## src/rtl/dec_ram_writer.sv

```systemverilog
// Writes a latched message into an external byte RAM and then reads every byte back.
// The written bytes are checked against a lowercase-and-space alphabet, and the read-back data against the message.
module dec_ram_writer #(
    parameter int MSG_LEN = 32,
    parameter int ADDR_W  = 5
) (
    input  logic              clk,
    input  logic              reset_n,
    input  logic              start,
    input  logic [7:0]        msg_in [MSG_LEN],
    input  logic [7:0]        ram_q,
    output logic [ADDR_W-1:0] ram_address,
    output logic [7:0]        ram_data,
    output logic              ram_wren,
    output logic              busy,
    output logic              done,
    output logic              invalid,
    output logic              mismatch
);

    typedef enum logic [2:0] {IDLE, WRITE, VERIFY, CHECK, DONE} state_t;

    localparam logic [ADDR_W:0] LAST_IDX = (ADDR_W+1)'(MSG_LEN - 1);

    state_t            state_q, state_d;
    logic [ADDR_W:0]   idx_q, idx_d;
    logic [7:0]        msg_q [MSG_LEN];
    logic              load_msg;
    logic [7:0]        ram_data_q, ram_data_d;
    logic              ram_wren_q, ram_wren_d;
    logic              invalid_q, invalid_d;
    logic              mismatch_q, mismatch_d;

    logic [ADDR_W-1:0] cur_addr, nxt_addr, prev_addr;

    function automatic logic byte_ok(input logic [7:0] b);
        return ((b >= 8'd97) && (b <= 8'd122)) || (b == 8'd32);
    endfunction

    // The index doubles as the presented RAM address, so the address output is a register.
    assign cur_addr  = idx_q[ADDR_W-1:0];
    assign nxt_addr  = cur_addr + 1'b1;
    assign prev_addr = cur_addr - 1'b1;

    always_comb begin
        state_d    = state_q;
        idx_d      = idx_q;
        ram_data_d = ram_data_q;
        ram_wren_d = 1'b0;
        invalid_d  = invalid_q;
        mismatch_d = mismatch_q;
        load_msg   = 1'b0;
        case (state_q)
            IDLE: begin
                if (start) begin
                    load_msg   = 1'b1;
                    invalid_d  = 1'b0;
                    mismatch_d = 1'b0;
                    idx_d      = '0;
                    ram_wren_d = 1'b1;
                    ram_data_d = msg_in[0];
                    state_d    = WRITE;
                end
            end
            WRITE: begin
                if (!byte_ok(ram_data_q)) begin
                    invalid_d = 1'b1;
                end
                if (idx_q == LAST_IDX) begin
                    idx_d   = '0;
                    state_d = VERIFY;
                end else begin
                    idx_d      = idx_q + 1'b1;
                    ram_wren_d = 1'b1;
                    ram_data_d = msg_q[nxt_addr];
                end
            end
            VERIFY: begin
                // ram_q now holds the byte for the address presented last cycle.
                if ((idx_q != '0) && (ram_q != msg_q[prev_addr])) begin
                    mismatch_d = 1'b1;
                end
                if (idx_q == LAST_IDX) begin
                    state_d = CHECK;
                end else begin
                    idx_d = idx_q + 1'b1;
                end
            end
            CHECK: begin
                if (ram_q != msg_q[cur_addr]) begin
                    mismatch_d = 1'b1;
                end
                state_d = DONE;
            end
            DONE: begin
                idx_d   = '0;
                state_d = IDLE;
            end
            default: begin
                state_d = IDLE;
                idx_d   = '0;
            end
        endcase
    end

    always_ff @(posedge clk) begin
        if (!reset_n) begin
            state_q    <= IDLE;
            idx_q      <= '0;
            ram_data_q <= '0;
            ram_wren_q <= 1'b0;
            invalid_q  <= 1'b0;
            mismatch_q <= 1'b0;
        end else begin
            state_q    <= state_d;
            idx_q      <= idx_d;
            ram_data_q <= ram_data_d;
            ram_wren_q <= ram_wren_d;
            invalid_q  <= invalid_d;
            mismatch_q <= mismatch_d;
        end
    end

    always_ff @(posedge clk) begin
        if (load_msg) begin
            msg_q <= msg_in;
        end
    end

    assign ram_address = cur_addr;
    assign ram_data    = ram_data_q;
    assign ram_wren    = ram_wren_q;
    assign busy        = (state_q != IDLE);
    assign done        = (state_q == DONE);
    assign invalid     = invalid_q;
    assign mismatch    = mismatch_q;

endmodule
```

## config.mk

```make
export PLATFORM = sky130hd
export DESIGN_NAME = dec_ram_writer
export DESIGN_NICKNAME = d
export VERILOG_FILES = /design/src/rtl/dec_ram_writer.sv
export SDC_FILE = /design/constraint.sdc
export NUM_CORES = 1
export LEC_CHECK = 0
export ABC_AREA = 1
export CELL_PAD_IN_SITES_DETAIL_PLACEMENT = 1
export CELL_PAD_IN_SITES_GLOBAL_PLACEMENT = 1
export CORE_UTILIZATION = 39
export DETAILED_ROUTE_END_ITERATION = 16
export GPL_TIMING_DRIVEN = 0
export PLACE_DENSITY = 0.85
export SETUP_SLACK_MARGIN = 0.02
export SLEW_MARGIN = 20
export SYNTH_ARGS = -nofsm -noshare
export SYNTH_HDL_FRONTEND = slang
export SYNTH_SLANG_ARGS = --single-unit
```

## constraint.sdc

```tcl
create_clock -name clk -period 7.8 [get_ports clk]
set_input_delay 1.56 -clock clk [delete_from_list [all_inputs] [get_ports clk]]
set_output_delay 1.56 -clock clk [all_outputs]
set_load 0.05 [all_outputs]
```

== Word level (Yosys, flattened, before mapping) ==
Index checks and enable logic that the tools add are counted.

* Multiplexer cells: 30
* Magnitude comparators: 5
* Div/mod/pow operators: 0
* Bitwise logic cells: 4
* $add $sub $neg: 3
* Shifts and indexed selects: 0
* Eq/ne operators: 16
* Reductions and logical operators: 13
* Multipliers: 0

{| class="wikitable"
|+ Operators by type and width
! cell !! count
|-
| 8-bit binary-select mux with 5-bit select || 3
|-
| 8-bit 2-to-1 mux || 8
|-
| 6-bit case mux with 4 select lines || 1
|-
| 6-bit >= comparator, second input constant || 3
|-
| 6-bit 2-to-1 mux || 3
|-
| 5-bit inverter with 6-bit output || 3
|-
| 2-bit != test, second input constant || 8
|-
| 8-bit != test || 2
|-
| 8-bit case mux with 2 select lines || 1
|-
| 3-bit case mux with 4 select lines || 1
|-
| 3-bit AND reduction || 4
|-
| 3-bit 2-to-1 mux || 3
|-
| 8-bit by 6-bit equality test with 1-bit output, second input constant || 1
|-
| 8-bit by 7-bit >= comparator with 1-bit output, second input constant || 1
|-
| 8-bit by 7-bit <= comparator with 1-bit output, second input constant || 1
|-
| 1-bit 2-to-1 mux || 7
|-
| 6-bit by 1-bit adder with 6-bit output, second input constant || 1
|-
| 3-bit by 2-bit equality test with 1-bit output, second input constant || 2
|-
| 6-bit by 5-bit equality test with 1-bit output, second input constant || 1
|-
| 3-bit nonzero test || 2
|-
| 6-bit nonzero test || 1
|-
| 5-bit by 1-bit adder with 5-bit output, second input constant || 1
|-
| 5-bit by 1-bit subtractor with 5-bit output, second input constant || 1
|-
| 1-bit case mux with 2 select lines || 2
|-
| other kinds (9) || 10
|}

* Bits in latches: 0
* Output and inout port bits: 18
* Logic and storage cells: 109
* Register bits after elaboration: 276
* Input bits: 267
* ROM bits: 0
* Memories: 0
* Memory bits (writable): 0

== Depth between registers and ports, before layout ==
* Depth after elaboration: 9
* Mapped depth: 22
* Gate-level depth less buffers: 19

== Least setup slack after synthesis ==
No wires, ideal clock.

* Path type: input -> register
* Start point: in start
* End point: reg msg_q[0] (netlist name) (enable)
* Slack: 573 ps
* Stages: 2
* Library setup time: 605 ps
* Buffers on the path: 0
* Required time: 7,195 ps
* Arrival: 6,622 ps
* Cell sequence: nand3_1 > inv_1

* Word-level cells in the longest chain between the ends: 2

{| class="wikitable"
|+ RTL lines
! what !! RTL line !! source
|-
| start, declared || 9 || <nowiki>input logic start,</nowiki>
|-
| 1-bit 2-to-1 mux || 55 || <nowiki>if (start) begin</nowiki>
|-
| 1-bit 2-to-1 mux || 53 || <nowiki>case (state_q)</nowiki>
|-
| via load_msg || 28 || <nowiki>logic load_msg;</nowiki>
|-
| end signal, assigned || 126 || <nowiki>msg_q <= msg_in;</nowiki>
|-
| end, declared || 27 || <nowiki>logic [7:0] msg_q [MSG_LEN];</nowiki>
|}

The timed path passes the listed nets, and every way through them passes these cells.
A chain may end at the register's enable or synchronous reset.

== Worst setup path after layout ==
* Start point: reg idx_q[1]
* End point: reg ram_data_q[3], in the netlist ram_data[3]

* Word-level cells in the longest chain between the ends: 7
* Elaborated cells between the ends (all ways): 10
* Classes of those cells: add/sub: 1; eq/ne: 2; mux: 5; bitwise: 1; reduce/logical: 1

{| class="wikitable"
|+ RTL lines
! what !! RTL line !! source
|-
| start, declared || 26 || <nowiki>logic [ADDR_W:0] idx_q, idx_d;</nowiki>
|-
| start signal, assigned || 116 || <nowiki>idx_q <= idx_d;</nowiki>
|-
| 5-bit by 1-bit adder with 5-bit output || 42 || <nowiki>assign nxt_addr = cur_addr + 1'b1;</nowiki>
|-
| 5-bit inverter with 6-bit output (not written as such) || 75 || <nowiki>ram_data_d = msg_q[nxt_addr];</nowiki>
|-
| 8-bit binary-select mux with 5-bit select || 75 ||
|-
| 8-bit 2-to-1 mux (not written as such) (2 in series) || 75 ||
|-
| 8-bit 2-to-1 mux || 69 || <nowiki>if (idx_q == LAST_IDX) begin</nowiki>
|-
| 8-bit case mux with 2 select lines || 53 ||
|-
| end signal, assigned || 117 || <nowiki>ram_data_q <= ram_data_d;</nowiki>
|-
| end, declared || 29 || <nowiki>logic [7:0] ram_data_q, ram_data_d;</nowiki>
|}

Several ways; a longest one is shown, not always the timed one. The select of a mux whose other input is x is not followed.

==> impl_results.md <==
- CP peak stage delay: 1.02 ns
- Dpl ws: 2.93 ns
- Vias per Instance: 6.27
- Number of CTS-inserted buffers: 29
- PortBufs: 284
- Worst EP arrival: 5.60 ns
- Layout Nets: 2,515
- Routed Antenna Nets: 0
- Leakage: 7.89 nW
- DIE AREA: 40,600 µm²
- Seq/Total Area, Yosys: 52.1%
- First-pass GRT wire length: 127,000 µm
- Slew Limit Fails: 0
- Worst-path clk slew: 0.06 ns
- Register bit total from synthesis: 276
- GRT Total Usage: 44.3%
- Util after Layout: 51.3%
- Kind of critical path: reg2reg
- Status: completed
- Cell area after synthesis: 15,500 µm²
- Fillers: 4,646
- Post-DP HPWL: 66,000 µm
- RSZ-0062 raised after global routing: no
- Initial Util: 39.8%
- Top achievable clock speed: 0.194 GHz
- Netlist cell types: 39
- Yosys warns: 0
- Req. time, crit path: 8.25 ns
- CTS tree: yes
- Detailed Routing Iterations Pass 1: 5
- Min cycle time layout: 5.15 ns
- PostCTS Resize Cnt: 0
- Commonest non-fill, non-tap cell in the layout: nand2_1
- VDD IR max: 314 µV
- Detailed Route WL: 91,700 µm
- Root buffer cell: clkbuf_16
- CP Cell Sequence: inv_2 -> clkbuf_1 -> ha_1 -> inv_1 -> buf_2 -> clkbuf_1 -> clkbuf_1 -> nand3_1 -> nand3_1 -> nand3_1 -> nand3_1 -> nand3_1 -> o211ai_1 -> o21ai_1
- Post-Syn Area per Cell: 8.05 µm²
- Max stage delay cell, worst path: clkbuf_1
- Final hold slack: 0.489 ns
- Maxcap violations: 0
- Layout cells sized above 1: 6.31%
- Area taken by multi-input logic gates: 6290 µm²
- CP dominant cell by count: nand3_1
- Floorplan row count: 72
- Largest net degree at the start of global routing: 119
- Mapped Cells: 1,929
- Rel. slew slack: 12.6%
- Crit Path Max Fanout: 10
- 1st-iter DRT viols: 2,177
- Via count: 17,500
- Final hold violation count: 0
- Vias in the first global route: 17,600
- GPL Wtd Cong: 1.04
- Clock sink count: 276
- Die Ht: 202 µm
- Clk_lat worst skew: 0.59 ns
- Cts hold-fix bufs: 0
- Actual slew at the worst max-slew pin: 1.31 ns
- DRC violation count after routing: 0
- Final worst slack: 2.65 ns
- Register area: 8090 µm²
- Pwr per Cell Area: 538 nW/µm²
- Final period utilization: 66.0%
- Antenna violations before repair: 5
- Syn Nets: 2,198
- Share of the synthesized area in the top cell type: 49.5%
- Synthesis-to-layout area growth: 28.9%
- Fin Clk Skew: 0.00887 ns
- CTS max path bufs: 3
- Worst Hold Class: reg2reg
- Largest area contributor in the netlist: edfxtp_1
- Most frequent cells in the layout: nand2_1, nand3_1, clkdlybuf4s50_1
- CP Launch Type: flip-flop
- Core area: 39,000 µm²
- # IOs: 285
- Worst Setup End Kind: flip-flop
- Final setup viols: 0
- Setup bufs post-CTS: 0
- H-tree Lvls: 1
- Total grt overflow: 0
- DIE WIDTH: 202 µm
- Area contributors post-synth: edfxtp_1, nand2_1, nand3_1
- Avg WL per Cell: 32.9 µm
-- area by class of cell --
class                      count  area share [%]
tap                          518            3.24
inverter                     141            2.69
multi-input combinational   1385            31.4
sequential                   276            40.4
timing repair buffer         286            14.5
buffer                       127            3.16
clock inverter                20           0.894
clock buffer                  33            3.70
antenna                        2          0.0250
-- cells in the mapped netlist (all sizes together) --
library cell	n
o31ai	2
a22oi	1
nand2	539
a31oi	1
nor4	1
a21boi	1
clkinv	1
buf	91
nor3	2
o211ai	44
o21ba	1
o21ai	207
or2	3
edfxtp	256
xnor2	1
nand4	1
inv	140
dfxtp	20
o22ai	1
nand3	316
clkbuf	36
o221ai	14
xor2	3
nor3b	1
a221oi	1
ha	2
nor2	191
a211oi	4
a21oi	48
-- path summary, 6_finish.rpt --
| kind | startpoint | to | slack, ns | depth (start not counted) |
|---|---|---|---|---|
| min reg2reg | invalid | invalid | 0.49 | 1 |
| max reg2reg | idx_q[1] | ram_data[3] | 2.65 | 14 |
| min | invalid | invalid | 0.49 | 1 |
| max | idx_q[1] | ram_data[3] | 2.65 | 14 |
-- kinds of logic after synthesis --
kind of cell	synth area share (%)
buffers and inverters	7.48
and+or+nand+nor	28.3
adders and majority gates	0.161
AOI/OAI and AO/OA	11.7
xor gates and xnor gates	0.322
DFF	52.1
-- state kept, by name, indices dropped and copies added (netlist names) --
signal / flops
msg_q: 256
ram_data: 8
idx_q: 6
state_q: 3
invalid: 1
mismatch: 1
ram_wren: 1
-- power breakdown --
part           switching (mW)  internal [mW]  total (mW)
logic                    5.38           1.65        7.03
registers               0.238           2.11        2.35
clock network           0.613          0.778        1.39
total                    6.23           4.55        10.8
-- stage by stage --
step | instances | total power, mW | instance area [µm²] | TNS [ns]
3_5_place_dp | 2733 | 8.89 | 19100 | 0
3_3_place_gp | 2731 | 8.83 | 19000 | -364.50
5_1_grt | 2787 | 10.9 | 20000 | 0
2_1_floorplan | 1929 | 5.92 | 15500 | 0
4_1_cts | 2786 | 10.3 | 20000 | 0
6_report | 2788 | 10.8 | 20000 | 0
-- per-layer routing --
| layer | global-route usage (%) | up-vias | wire length, µm |
|---|---|---|---|
| li1 | - | 7197 | - |
| met1 | 56.5 | 8553 | 35400 |
| met2 | 68.4 | 1391 | 40000 |
| met3 | 12.5 | 330 | 10700 |
| met4 | 23.3 | 2 | 5660 |
| met5 | 0 | - | 13 |
-- worst max-delay path: cells and delay by family (launching register included) --
family,cells,cell delay (ns)
simple gates,5,0.91
flops,1,0.37
fa+ha+maj,1,0.42
compound gates,2,0.32
buf+inv,6,2.98
(Power assumes the default switching activity.)
